<file path="src/rtl/egress_shaper.sv">
// -----------------------------------------------------------------------------
// egress_shaper
//
// Per-port egress stage placed directly downstream of one switch output port.
// Packets are buffered in a small circular FIFO and released to the link under
// a token-bucket rate limit. Occupancy and simple statistics are exported for
// telemetry.
//
// Parameters
//   PKT_WIDTH  packet word width (matches the switch packet width)
//   DEPTH      FIFO entries, power of two, >= 2
//   TOKEN_W    width of the token bucket and of every cfg_* field
//
// Ports
//   clk           single clock, rising edge
//   rst_n         synchronous active-low reset
//   s_pkt/s_valid/s_ready   packet input from the switch (valid/ready)
//   m_pkt/m_valid/m_ready   packet output to the link (valid/ready)
//   cfg_en        1 = shaping enabled, 0 = token check bypassed
//   cfg_rate      tokens added per cycle
//   cfg_burst     bucket ceiling
//   cfg_cost      tokens debited per packet sent
//   occupancy     registered FIFO entry count
//   tx_count      packets sent, wraps modulo 2^32
//   stall_cycles  cycles spent waiting for tokens, saturating
// -----------------------------------------------------------------------------
module egress_shaper #(
    parameter int PKT_WIDTH = 64,
    parameter int DEPTH     = 8,
    parameter int TOKEN_W   = 16
) (
    input  logic                       clk,
    input  logic                       rst_n,

    input  logic [PKT_WIDTH-1:0]       s_pkt,
    input  logic                       s_valid,
    output logic                       s_ready,

    output logic [PKT_WIDTH-1:0]       m_pkt,
    output logic                       m_valid,
    input  logic                       m_ready,

    input  logic                       cfg_en,
    input  logic [TOKEN_W-1:0]         cfg_rate,
    input  logic [TOKEN_W-1:0]         cfg_burst,
    input  logic [TOKEN_W-1:0]         cfg_cost,

    output logic [$clog2(DEPTH):0]     occupancy,
    output logic [31:0]                tx_count,
    output logic [31:0]                stall_cycles
);

    localparam int AW = $clog2(DEPTH);
    localparam int CW = AW + 1;
    localparam logic [CW-1:0] FULL_CNT = CW'(DEPTH);

    typedef enum logic [1:0] {
        ST_IDLE,
        ST_WAIT_TOK,
        ST_SEND
    } state_t;

    // -------------------------------------------------------------------------
    // Arithmetic helpers
    // -------------------------------------------------------------------------

    // Bucket update: add the refill, remove the debit (never below zero) and
    // clamp to the ceiling. Done one bit wider so the add cannot wrap.
    function automatic logic [TOKEN_W-1:0] bucket_next(
        input logic [TOKEN_W-1:0] cur,
        input logic [TOKEN_W-1:0] rate,
        input logic [TOKEN_W-1:0] debit,
        input logic [TOKEN_W-1:0] ceil_v
    );
        logic [TOKEN_W:0] sum;
        logic [TOKEN_W:0] net;
        sum = {1'b0, cur} + {1'b0, rate};
        if (sum < {1'b0, debit}) begin
            net = '0;
        end else begin
            net = sum - {1'b0, debit};
        end
        if (net > {1'b0, ceil_v}) begin
            return ceil_v;
        end
        return net[TOKEN_W-1:0];
    endfunction

    // Saturating 32-bit increment for the stall statistic.
    function automatic logic [31:0] sat_inc32(input logic [31:0] v);
        if (v == 32'hFFFF_FFFF) begin
            return v;
        end
        return v + 32'd1;
    endfunction

    // -------------------------------------------------------------------------
    // State registers
    // -------------------------------------------------------------------------
    logic [PKT_WIDTH-1:0] mem_q [DEPTH];

    logic [AW-1:0]      wr_ptr_q, wr_ptr_d;
    logic [AW-1:0]      rd_ptr_q, rd_ptr_d;
    logic [CW-1:0]      count_q, count_d;
    logic [TOKEN_W-1:0] tokens_q, tokens_d;
    state_t             state_q, state_d;
    logic               m_valid_q, m_valid_d;
    logic [31:0]        tx_count_q, tx_count_d;
    logic [31:0]        stall_q, stall_d;

    logic               push;
    logic               pop;
    logic [TOKEN_W-1:0] debit;
    logic               elig_now;
    logic               elig_post;

    // -------------------------------------------------------------------------
    // Handshakes and FIFO bookkeeping
    // -------------------------------------------------------------------------

    // s_ready depends only on the registered count, so a full FIFO refuses a
    // push even when the head is popped in the same cycle.
    assign s_ready = (count_q != FULL_CNT);
    assign push    = s_valid && s_ready;
    assign pop     = m_valid_q && m_ready;

    always_comb begin
        wr_ptr_d = wr_ptr_q;
        rd_ptr_d = rd_ptr_q;
        count_d  = count_q;
        if (push) begin
            wr_ptr_d = wr_ptr_q + AW'(1);
        end
        if (pop) begin
            rd_ptr_d = rd_ptr_q + AW'(1);
        end
        case ({push, pop})
            2'b10:   count_d = count_q + CW'(1);
            2'b01:   count_d = count_q - CW'(1);
            default: count_d = count_q;
        endcase
    end

    // -------------------------------------------------------------------------
    // Token bucket
    // -------------------------------------------------------------------------

    // The bucket keeps refilling while shaping is disabled so that enabling
    // it later starts from a realistic credit level.
    always_comb begin
        debit    = pop ? cfg_cost : '0;
        tokens_d = bucket_next(tokens_q, cfg_rate, debit, cfg_burst);
    end

    assign elig_now  = !cfg_en || (tokens_q >= cfg_cost);
    // After a pop the decision uses the post-debit balance so back-to-back
    // sends are only granted when the next packet is already paid for.
    assign elig_post = !cfg_en || (tokens_d >= cfg_cost);

    // -------------------------------------------------------------------------
    // Release FSM
    // -------------------------------------------------------------------------
    always_comb begin
        state_d = state_q;
        case (state_q)
            ST_IDLE: begin
                if (count_q != '0) begin
                    state_d = elig_now ? ST_SEND : ST_WAIT_TOK;
                end
            end
            ST_WAIT_TOK: begin
                if (elig_now) begin
                    state_d = ST_SEND;
                end
            end
            ST_SEND: begin
                // Without a pop the packet is held; cfg changes cannot pull
                // back a packet that has already been offered.
                if (pop) begin
                    if (count_d == '0) begin
                        state_d = ST_IDLE;
                    end else if (elig_post) begin
                        state_d = ST_SEND;
                    end else begin
                        state_d = ST_WAIT_TOK;
                    end
                end
            end
            default: state_d = ST_IDLE;
        endcase
        m_valid_d = (state_d == ST_SEND);
    end

    // -------------------------------------------------------------------------
    // Statistics
    // -------------------------------------------------------------------------
    always_comb begin
        tx_count_d = pop ? (tx_count_q + 32'd1) : tx_count_q;
        stall_d    = (state_q == ST_WAIT_TOK) ? sat_inc32(stall_q) : stall_q;
    end

    // -------------------------------------------------------------------------
    // Sequential elements
    // -------------------------------------------------------------------------

    // Packet storage carries no reset; entries are only read once written.
    always_ff @(posedge clk) begin
        if (push) begin
            mem_q[wr_ptr_q] <= s_pkt;
        end
    end

    always_ff @(posedge clk) begin
        if (!rst_n) begin
            wr_ptr_q   <= '0;
            rd_ptr_q   <= '0;
            count_q    <= '0;
            tokens_q   <= '0;
            state_q    <= ST_IDLE;
            m_valid_q  <= 1'b0;
            tx_count_q <= '0;
            stall_q    <= '0;
        end else begin
            wr_ptr_q   <= wr_ptr_d;
            rd_ptr_q   <= rd_ptr_d;
            count_q    <= count_d;
            tokens_q   <= tokens_d;
            state_q    <= state_d;
            m_valid_q  <= m_valid_d;
            tx_count_q <= tx_count_d;
            stall_q    <= stall_d;
        end
    end

    // -------------------------------------------------------------------------
    // Outputs
    // -------------------------------------------------------------------------

    // The head entry cannot be overwritten while it is offered: a push into
    // the head slot requires an empty or full FIFO, neither of which applies.
    assign m_pkt        = mem_q[rd_ptr_q];
    assign m_valid      = m_valid_q;
    assign occupancy    = count_q;
    assign tx_count     = tx_count_q;
    assign stall_cycles = stall_q;

endmodule

</file>
<file path="config.mk">
export PLATFORM = sky130hd
export DESIGN_NAME = egress_shaper
export DESIGN_NICKNAME = d
export VERILOG_FILES = /design/src/rtl/egress_shaper.sv
export SDC_FILE = /design/constraint.sdc
export NUM_CORES = 1
export LEC_CHECK = 0
export ABC_AREA = 0
export CAP_MARGIN = 10
export CORE_MARGIN = 10
export CORE_UTILIZATION = 55
export CTS_CLUSTER_SIZE = 10
export DETAILED_ROUTE_END_ITERATION = 12
export PLACE_DENSITY = 0.77
export SKIP_CTS_REPAIR_TIMING = 1
export SYNTH_ARGS = -nofsm -noshare
export SYNTH_HDL_FRONTEND = slang
export SYNTH_SLANG_ARGS = --single-unit
</file>
<file path="constraint.sdc">
create_clock -name clk -period 16.2 [get_ports clk]
set_input_delay 4.05 -clock clk [delete_from_list [all_inputs] [get_ports clk]]
set_output_delay 4.05 -clock clk [all_outputs]
set_load 0.02 [all_outputs]
</file>
==> flow_metrics.tcl <==
set metrics [dict create \
    grt_usage_pct 21.4 \
    r2r-end "state_q[1]" \
    synth_top_family_by_area "multiplexers" \
    rsz0062_at_grt "no" \
    worstPathArrival_ns 11.76 \
    rows 79 \
    area_growth_pct 19.9 \
    grt_pass1_wl_mm 93.1 \
    drv_slew 0 \
    slew_headroom_pct 21.7 \
    yosys_warnings 0 \
    drive_gt1_share_pct 16.6 \
    start_util_pct 55.8 \
    vias 14900 \
    grt_pass1_vias 16000 \
    setup_slack_ns 4.92 \
    ioPinCount 251 \
    synth.largest_area_cell "edfxtp_1" \
    clk_pin_slew_ns 0.05 \
    min_period_over_period_pct 69.6 \
    finClkSkew_ns 0.0180 \
    synth_most_common_cell "edfxtp_1" \
    ir_worst_vdd_mv 0.163 \
    core-area_um2 46800 \
    rrSetupSlack_ns 8.46 \
    cp.required_ns 16.68 \
    finalPower_mw 4.77 \
    async_flop_share_pct 0 \
    drt_iter0_markers 1146 \
    cp-startpoint "cfg_rate[0]" \
    synthAdderAreaFrac_pct 4.40 \
    syn_avg_cell_area_um2 16.3 \
    crit_cells 35 \
    grt_use_met3_pct 6.41 \
    drv_cap 0 \
    dieArea_um2 56500 \
    clkSinkCount 608 \
    start_kind "input port" \
    p_leak_nw 10.5 \
    synth_top_area_share_pct 58.9 \
    die_w_um 238 \
    crit_path_max_fanout 27 \
    grt_max_degree 80 \
    h-tree-depth 3 \
    cp_num_buf_inv 1 \
    worst_path_most_repeated_cell "a21oi_1" \
    cts.root.buffer_cell "clkbuf_16" \
    nNetsFinal 2090 \
    drt_pass1_iterations 5 \
    r2r-start "tokens_q[0]" \
    n_fill_cell 3247 \
    end_kind "flip-flop" \
    yosys-top-cells-count "edfxtp_1, mux4_2, nor2_1" \
    synth-seq-cells 608 \
    r2r_cells 34 \
    pre_cts_ws_ns 4.44 \
    yosys-top-cells-area "edfxtp_1, mux4_2, dfxtp_1" \
    finalHoldViolations 0 \
    synth-xor-area-share_pct 2.96 \
    cts_buffers 71 \
    worstSkewPairLatency_ns 0.60 \
    viasPerCell 5.93 \
    muxShareOfSynthArea_pct 13.9 \
    path_class "in -> reg" \
    period_minus_slack_ns 11.28 \
    outcome "completed" \
    grt_util_met1_pct 26.5 \
    synth-edff-count 512 \
    gr-total-overflow 0 \
    setup_viol 0 \
    critPathSlowestCell "nor3_2" \
    yosys.area_share.simple_pct 6.19 \
    design_area_um2 31300 \
    clock_path_buffers 3 \
    tns_ns 0 \
    syn_inst 1603 \
    synth.distinct_cells 67 \
    max_freq_mhz 88.6 \
    postRouteAntennaNets 0 \
    seq_area_frac_synth_pct 66.3 \
    critical-path-top-delay-family "compound AO/OA/AOI/OAI gates" \
    fp.dieH_um 238 \
    endpoint "state_q[1]" \
    power.density_nw_per_um2 153 \
    place_congestion 0.874 \
    drc 0 \
    syn_nets 1810 \
    hpwl_mm 36.4 \
    antenna_found_initial 8 \
    synth-compound-area-share_pct 4.57 \
    worstMarginPinSlew_ns 1.17 \
    use_met2_pct 35.6 \
    dpl_cell_area_um2 29300 \
    post_drt_wl_per_cell_um 23.7 \
    top_usage_layer "met2" \
    cts_tree "yes" \
    io_buffers 250 \
    max_stage_delay_ns 0.66 \
    synth_ff_type "edfxtp_1" \
    syn_area_um2 26100 \
    wirelength_mm 59.6 \
    hold_slack_ns 0.484 \
    worstHoldPathType "reg -> reg" \
]
==> logic make-up after synthesis <==
group,Yosys count
flip-flops,608
AND/OR/NAND/NOR,337
multiplexers,193
AO/OA/AOI/OAI,176
buffers and inverters,111
adder cells (fa/ha/maj),90
XOR/XNOR,88
==> worst min-delay path, stage by stage (launching register included) <==
cell     delay (ns)
dfxtp_1        0.32
nand2_1        0.05
a21oi_1        0.07
==> layer usage <==
metal / share of wire, % / wire length [um]
met2: 50 / 29600
met5: 0.13 / 80
met4: 2.0 / 1190
met1: 40 / 24100
met3: 7.8 / 4650
==> worst min path at each step <==
stage / start / endpoint / slack (ns) / cells past startpoint
after global placement: rd_ptr_q[1] / flip-flop / 0.46 / 2
after global routing: rd_ptr_q[1] / flip-flop / 0.52 / 2
after floorplan: rd_ptr_q[1] / flip-flop / 0.45 / 2
final: rd_ptr_q[1] / flip-flop / 0.48 / 2
after CTS: rd_ptr_q[1] / flip-flop / 0.49 / 2
after detailed placement: rd_ptr_q[1] / flip-flop / 0.48 / 2
==> stage by stage <==
step / util (%) / std cells
finish: 66.9 / 2521
global route: 66.9 / 2520
CTS: 66.9 / 2518
detailed placement: 62.6 / 2417
global placement: 62.6 / 2417
floorplan: - / 1603
==> cell usage in the layout, fill, tap and decap left out, types with 30 or more instances in the layout <==
master           netlist  routed
mux4_2               128     128
mux2_2                64      64
nand2_1               87      87
nand3_1               30      30
inv_1                 52      51
xor2_1                50      50
o21ai_0               31      31
ha_1                  87      87
edfxtp_1             512     512
clkdlybuf4s50_1        0     250
nor2_1               105      99
dfxtp_1               96      93
xnor2_1               38      38
a21oi_1               51      51
clkbuf_16              0      71
==> sequential cells by signal, indices dropped and copies added, names as in the netlist, named ones only <==
| register | flops |
|---|---|
| stall_cycles | 32 |
| wr_ptr_q | 3 |
| occupancy | 4 |
| tx_count | 32 |
| state_q | 2 |
| tokens_q | 16 |
| rd_ptr_q | 3 |
| m_valid | 1 |
| mem_q | 512 |
==> final cells by class <==
class	count	area (um^2)	share of cell area [%]
Clock inverter	9	123	0.392
Tap cell	607	759	2.43
Sequential cell	608	17300	55.3
Timing Repair Buffer	265	2620	8.36
Multi-Input combinational cell	884	8390	26.8
Clock buffer	92	1870	5.97
Inverter	53	199	0.636
Antenna cell	3	7.51	0.0240
==> report_power, final <==
part           internal [mW]  switching (mW)  leakage, nW
clock                  0.820           0.586        0.966
combinational          0.698           0.862         4.11
sequential              1.76          0.0470         5.43
No activity file was read; power rests on OpenSTA's default activity.
